## src/rtl/adc_scan_uart.sv

```systemverilog
// -----------------------------------------------------------------------------
// adc_scan_uart
// Scans NUM_CH analog channels through an external mux/ADC and sends each
// sample as an asynchronous serial frame:
//   start(0), DATA_W data bits (MSB or LSB first), optional parity, stop(1).
// The sequencer and transmitter share a one-entry holding register.
// While a frame is being sent, the next channel can be converted.
// The sequencer waits while a sample is still unsent, so no sample is lost.
//
// Ports
//   clock      in   rising-edge clock
//   reset_n    in   asynchronous active-low reset
//   scan_en    in   1 = keep scanning; 0 = finish current channel then idle
//   eoc        in   ADC end of conversion
//   data_in    in   ADC result, valid with eoc
//   dsr        in   receiver ready, sampled when a frame is about to start
//   mux_en     out  analog mux enable
//   soc        out  start of conversion
//   load_dato  out  one-cycle pulse after data_in is captured
//   canale     out  current channel index
//   data_out   out  serial line, idles high
//   tx_end     out  pulse in the last cycle of the stop bit
//   busy       out  a frame is pending or being transmitted
//   error      out  a pending frame is held back by dsr=0
// -----------------------------------------------------------------------------
module adc_scan_uart #(
    parameter int NUM_CH    = 8,
    parameter int DATA_W    = 8,
    parameter int BIT_DIV   = 105,
    parameter int PARITY    = 0,
    parameter int MSB_FIRST = 1
) (
    input  logic              clock,
    input  logic              reset_n,
    input  logic              scan_en,
    input  logic              eoc,
    input  logic [DATA_W-1:0] data_in,
    input  logic              dsr,
    output logic              mux_en,
    output logic              soc,
    output logic              load_dato,
    output logic [3:0]        canale,
    output logic              data_out,
    output logic              tx_end,
    output logic              busy,
    output logic              error
);

    localparam int N_BITS = DATA_W + 2 + ((PARITY != 0) ? 1 : 0);
    localparam int CNT_W  = $clog2(DATA_W + 4);
    localparam int DIV_W  = $clog2(BIT_DIV);
    localparam int SH_W   = DATA_W + 2;

    typedef enum logic [2:0] {
        S_IDLE = 3'd0,
        S_MUX  = 3'd1,
        S_CONV = 3'd2,
        S_LOAD = 3'd3,
        S_WAIT = 3'd4
    } seq_state_t;

    typedef enum logic {
        T_IDLE = 1'b0,
        T_BIT  = 1'b1
    } tx_state_t;

    // Put data bits into transmit order: bit 0 leaves the line first.
    function automatic logic [DATA_W-1:0] f_order(input logic [DATA_W-1:0] d);
        logic [DATA_W-1:0] r;
        r = d;
        if (MSB_FIRST != 0) begin
            for (int i = 0; i < DATA_W; i++) begin
                r[i] = d[DATA_W-1-i];
            end
        end else begin
            r = d;
        end
        return r;
    endfunction

    // Even parity is the XOR of the data bits; odd parity inverts it.
    function automatic logic f_parity(input logic [DATA_W-1:0] d);
        logic p;
        p = ^d;
        if (PARITY == 2) begin
            p = ~p;
        end else begin
            p = ^d;
        end
        return p;
    endfunction

    seq_state_t        r_seq_state, w_seq_nxt;
    tx_state_t         r_tx_state, w_tx_nxt;
    logic [DATA_W-1:0] r_hold;
    logic              r_hold_full, w_hold_full_nxt;
    logic [3:0]        r_canale;
    logic [SH_W-1:0]   r_shift;
    logic [DIV_W-1:0]  r_div;
    logic [CNT_W-1:0]  r_bit;
    logic              r_mux_en, r_soc, r_load_dato;
    logic              r_data_out, r_tx_end, r_busy, r_error;
    logic              w_tx_start, w_div_last, w_bit_last, w_capture;
    logic [SH_W-1:0]   w_frame;

    // Frame bits after the start bit: data, parity (or extra 1), stop.
    assign w_frame    = {1'b1, ((PARITY != 0) ? f_parity(r_hold) : 1'b1), f_order(r_hold)};
    assign w_tx_start = (r_tx_state == T_IDLE) && r_hold_full && dsr;
    assign w_div_last = (r_div == DIV_W'(BIT_DIV - 1));
    assign w_bit_last = (r_bit == CNT_W'(N_BITS - 1));
    assign w_capture  = (r_seq_state == S_CONV) && eoc;

    // Sequencer next-state decode.
    always_comb begin
        w_seq_nxt = r_seq_state;
        case (r_seq_state)
            S_IDLE: if (scan_en) w_seq_nxt = S_MUX; else w_seq_nxt = S_IDLE;
            S_MUX:  w_seq_nxt = S_CONV;
            S_CONV: if (eoc) w_seq_nxt = S_LOAD; else w_seq_nxt = S_CONV;
            S_LOAD: w_seq_nxt = S_WAIT;
            S_WAIT: begin
                if (r_hold_full) begin
                    w_seq_nxt = S_WAIT;
                end else if (scan_en) begin
                    w_seq_nxt = S_MUX;
                end else begin
                    w_seq_nxt = S_IDLE;
                end
            end
            default: w_seq_nxt = S_IDLE;
        endcase
    end

    // Transmitter next-state and holding-register flag decode.
    always_comb begin
        w_tx_nxt        = r_tx_state;
        w_hold_full_nxt = r_hold_full;
        case (r_tx_state)
            T_IDLE: if (w_tx_start) w_tx_nxt = T_BIT; else w_tx_nxt = T_IDLE;
            T_BIT:  if (w_div_last && w_bit_last) w_tx_nxt = T_IDLE; else w_tx_nxt = T_BIT;
            default: w_tx_nxt = T_IDLE;
        endcase
        // Set and clear never coincide: S_LOAD is only reached with the register empty.
        if (r_seq_state == S_LOAD) begin
            w_hold_full_nxt = 1'b1;
        end else if (w_tx_start) begin
            w_hold_full_nxt = 1'b0;
        end else begin
            w_hold_full_nxt = r_hold_full;
        end
    end

    // Sequencer state, mux/conversion strobes, sample capture and channel index.
    always_ff @(posedge clock or negedge reset_n) begin
        if (!reset_n) begin
            r_seq_state <= S_IDLE;
            r_mux_en    <= 1'b0;
            r_soc       <= 1'b0;
            r_load_dato <= 1'b0;
            r_hold      <= '0;
            r_canale    <= 4'd0;
        end else begin
            r_seq_state <= w_seq_nxt;
            r_mux_en    <= (w_seq_nxt == S_MUX) || (w_seq_nxt == S_CONV);
            r_soc       <= (w_seq_nxt == S_CONV);
            r_load_dato <= w_capture;
            if (w_capture) begin
                r_hold <= data_in;
            end
            if (r_seq_state == S_LOAD) begin
                r_canale <= (r_canale == 4'(NUM_CH - 1)) ? 4'd0 : (r_canale + 4'd1);
            end
        end
    end

    // Holding-register full flag and the registered status outputs.
    always_ff @(posedge clock or negedge reset_n) begin
        if (!reset_n) begin
            r_hold_full <= 1'b0;
            r_busy      <= 1'b0;
            r_error     <= 1'b0;
        end else begin
            r_hold_full <= w_hold_full_nxt;
            r_busy      <= w_hold_full_nxt || (w_tx_nxt != T_IDLE);
            r_error     <= (r_tx_state == T_IDLE) && r_hold_full && !dsr;
        end
    end

    // Serial shifter: bit divider, bit counter and line driver.
    always_ff @(posedge clock or negedge reset_n) begin
        if (!reset_n) begin
            r_tx_state <= T_IDLE;
            r_shift    <= '1;
            r_div      <= '0;
            r_bit      <= '0;
            r_data_out <= 1'b1;
            r_tx_end   <= 1'b0;
        end else begin
            r_tx_state <= w_tx_nxt;
            // tx_end is registered, so it is raised one cycle before the stop bit ends.
            r_tx_end   <= (r_tx_state == T_BIT) && w_bit_last && (r_div == DIV_W'(BIT_DIV - 2));
            if (r_tx_state == T_IDLE) begin
                r_div <= '0;
                r_bit <= '0;
                if (w_tx_start) begin
                    r_data_out <= 1'b0;
                    r_shift    <= w_frame;
                end else begin
                    r_data_out <= 1'b1;
                end
            end else if (w_div_last) begin
                r_div <= '0;
                if (w_bit_last) begin
                    r_bit      <= '0;
                    r_data_out <= 1'b1;
                end else begin
                    r_bit      <= r_bit + CNT_W'(1);
                    r_data_out <= r_shift[0];
                    r_shift    <= {1'b1, r_shift[SH_W-1:1]};
                end
            end else begin
                r_div <= r_div + DIV_W'(1);
            end
        end
    end

    assign mux_en    = r_mux_en;
    assign soc       = r_soc;
    assign load_dato = r_load_dato;
    assign canale    = r_canale;
    assign data_out  = r_data_out;
    assign tx_end    = r_tx_end;
    assign busy      = r_busy;
    assign error     = r_error;

endmodule

```

## config.mk

```make
export PLATFORM = sky130hd
export DESIGN_NAME = adc_scan_uart
export DESIGN_NICKNAME = d
export VERILOG_FILES = /design/src/rtl/adc_scan_uart.sv
export SDC_FILE = /design/constraint.sdc
export NUM_CORES = 1
export LEC_CHECK = 0
export CAP_MARGIN = 40
export CORE_ASPECT_RATIO = 1.25
export CORE_MARGIN = 2
export CORE_UTILIZATION = 48
export DETAILED_ROUTE_END_ITERATION = 8
export PLACE_DENSITY = 0.69
export SYNTH_ARGS = -nofsm -noshare
export SYNTH_HDL_FRONTEND = slang
export SYNTH_SLANG_ARGS = --single-unit
```

## constraint.sdc

```tcl
create_clock -name clock -period 1.6 [get_ports clock]
set_input_delay 0.24 -clock clock [delete_from_list [all_inputs] [get_ports clock]]
set_output_delay 0.24 -clock clock [all_outputs]
set_load 0.01 [all_outputs]
```

==> flow_summary.toml <==
[sta]
timing.final.ws_setup_ns = 0.0607
finalSetupViolations = 0
slew_viol_final = 0
finClkSkew_ns = 0.00518
relSlewSlack = 0.653
layout_min_cycle_time_ns = 1.54
fmax_ghz = 0.650
worst_pin_slew_ns = 0.520
min_period_over_period = 0.962
hold_violations = 0

[route]
vias = 1701
dr.pass1.iters = 4
postRouteAntennaNets = 0
remaining_drc_errors = 0
avgRoutedWirePerCell_um = 16.3
via_per_inst = 5.87
drt-total-wl_mm = 4.73
initialDrtViolationCount = 57

[placement]
pre_cts_ws_ns = -0.0236
dpl-instance-area_mm2 = 0.00252
gp_congestion = 0.742
place_hpwl_mm = 3.37
io_buffers = 23

[clocking]
clk_path_buf_depth = 2
cts.root.buffer_cell = "clkbuf_8"
cts_sinks = 43
clock_latency_ns = 0.29
cts_tree = "built"
htreeDepth = 2
path_clk_slew_ns = 0.08
cts_setup_buffers = 0
cts-buffers-inserted = 5

[critical_path]
path_depth = 5
cp_max_fo = 6
cp.required_ns = 1.81
cp.arrival_ns = 1.75
crit_type = "reg -> reg"
cp-start-kind = "register"
cp-end-kind = "register"
path_buf_inv = 1
path_delay_family = "flip-flops"
crit_chain = "ha_1, and3b_2, buf_4, o31ai_2, a31oi_1"
slowest_delay_ns = 0.43
reg2regPathDepth = 5
critical_path.slowest_cell = "dfrtp_1"

[finish]
layout_common_cells = "34 x dfrtp_1, 21 x clkdlybuf4s50_1, 17 x nand2_1"
n_fill_cell = 377
diodes = 0
nNetsFinal = 249
fin_area_mm2 = 0.00267
area_growth_pct = 22.2
drive_above_1_share = 0.198
final_common_cell = "dfrtp_1"

[logic_synthesis]
syn_nets = 216
yosysWarningCount = 0
synth_edf_count = 0
synth.area.top_cells = "dfrtp_1 39%, dfstp_2 11%, mux2_1 4.1%"
seq_area_frac_synth = 0.498
synth_top_area_share = 0.389
syn_inst = 198
syn_area_mm2 = 0.00218
yosysTopAreaCell = "dfrtp_1"
syn_area_per_cell_um2 = 11.0
synthDistinctLibCells = 49
synthFlopType = "dfrtp_1"
ys_async_sr_fraction = 1.00
ys_ff_latch = 43

[floorplanning]
core_area_mm2 = 0.00439
design.die.area_mm2 = 0.00511
dieWidth_um = 64.3
rows = 27
start_util = 0.497
ioPinCount = 24
fp.dieH_um = 79.4

[grt]
overflow = 0
grt_first_pass_wirelength_mm = 8.06
grt_pass1_vias = 1825
grt_util_all_layers = 0.199
grt_start_max_net_pins = 23
antenna_found_initial = 0

[power]
p_sw_frac = 0.320
clockPowerShare = 0.231
power.internal_mw = 2.91
power.net_switching_mw = 1.37
p_leak_nw = 1.16
seqPwrFrac = 0.459
ir_drop_mv = 1.05
pwr-share-comb = 0.310
power_density_mw_per_mm2 = 1610

[run_status]
outcome = "finished, final reports clean"

[run]
max_cap_viol_count = 0

[worst_hold_path]
hp-class = "in -> async"
[area by class of cell]
| cell class | count | area, um2 | share of cell area |
|---|---|---|---|
| clock buffer | 6 | 72.6 | 0.0272 |
| clock inverter | 2 | 60.1 | 0.0225 |
| inverter | 6 | 22.5 | 0.00844 |
| multi-input combinational | 135 | 987 | 0.370 |
| sequential | 43 | 1090 | 0.407 |
| tap | 58 | 72.6 | 0.0272 |
| timing repair buffer | 40 | 367 | 0.137 |
[registers in the layout (all words and copies together) (netlist names)]
register     count
data_out         1
r_hold_full      1
soc              1
tx_end           1
r_div            7
r_seq_state      3
canale           4
error            1
r_bit            4
busy             1
mux_en           1
r_shift          8
r_hold           8
load_dato        1
r_tx_state       1
[per-layer routing]
metal	part of all wire	GRT usage	wire, um	up-vias
li1	-	-	-	795
met1	0.40	0.229	1880	867
met2	0.55	0.372	2620	29
met3	0.029	0.0310	136	10
met4	0.021	0.0702	98	0
met5	0	0	0	-
[Yosys cell counts, types with 2 or more instances]
library cell  number
a211oi_1           9
a21oi_1            4
a31oi_1            8
and3_1             9
and3b_1            2
buf_2              3
buf_4              4
buf_6              3
clkbuf_1           4
dfrtp_1           34
dfstp_2            9
ha_1               5
inv_1              5
mux2_1             8
mux2i_1            2
nand2_1           17
nand3_1            6
nand3b_2           2
nand3b_4           2
nand4_1            7
nor2_1             8
o21a_1             2
o21ai_0            7
o31ai_1            7
o32ai_1            2
or3_1              3
xnor2_1            3
xor2_1             2
[power groups by stage]
stage	Combinational (mW)	Clock, mW	Sequential (mW)
floorplan	0.937	0	1.88
global placement	1.28	0	1.95
detailed placement	1.34	0	1.97
CTS	1.34	1.01	1.96
global route	1.49	1.05	2.03
finish	1.33	0.990	1.97
[path summary, 6_finish.rpt]
| kind | startpoint | to | slack (ns) |
|---|---|---|---|
| worst max-delay path | r_bit[0] | r_shift[5] | 0.06 |
| worst min-delay path | reset_n | canale[2] | 0.45 |
| worst max register to register | r_bit[0] | r_shift[5] | 0.06 |
| worst min register to register | r_hold[0] | r_hold[0] | 0.49 |
| max in group asynchronous | reset_n | r_shift[5] | 0.58 |
| min in group clock | r_hold[0] | r_hold[0] | 0.49 |
[cell families after synthesis]
kind of cell,after synthesis,synth area share
XOR/XNOR,5,0.0200
multiplexers,10,0.0504
AND/OR/NAND/NOR,69,0.206
flip-flops,43,0.498
buffers and inverters,20,0.0533
AO/OA/AOI/OAI,46,0.144
adder cells (fa/ha/maj),5,0.0286
[stage by stage]
| step | utilization | setup TNS [ns] | total power [mW] | cells | hold WS, ns |
|---|---|---|---|---|---|
| after floorplan | - | 0 | 2.82 | 198 | -0.0556 |
| after global placement | 0.574 | 0 | 3.23 | 281 | 0.231 |
| after detailed placement | 0.574 | -0.0511 | 3.31 | 281 | 0.244 |
| after CTS | 0.606 | 0 | 4.30 | 290 | 0.463 |
| after global routing | 0.608 | -0.0294 | 4.57 | 290 | 0.507 |
| final | 0.608 | 0 | 4.28 | 290 | 0.448 |
[repair_timing]
item | CTS | global route
endpoints found under the hold margin | 21 | 0
endpoints found under the setup margin | 1 | 2
hold buffers | 1 | 0
pin swaps | 0 | 0
gates resized for setup | 1 | 2
No activity file was read; power rests on OpenSTA's default activity.
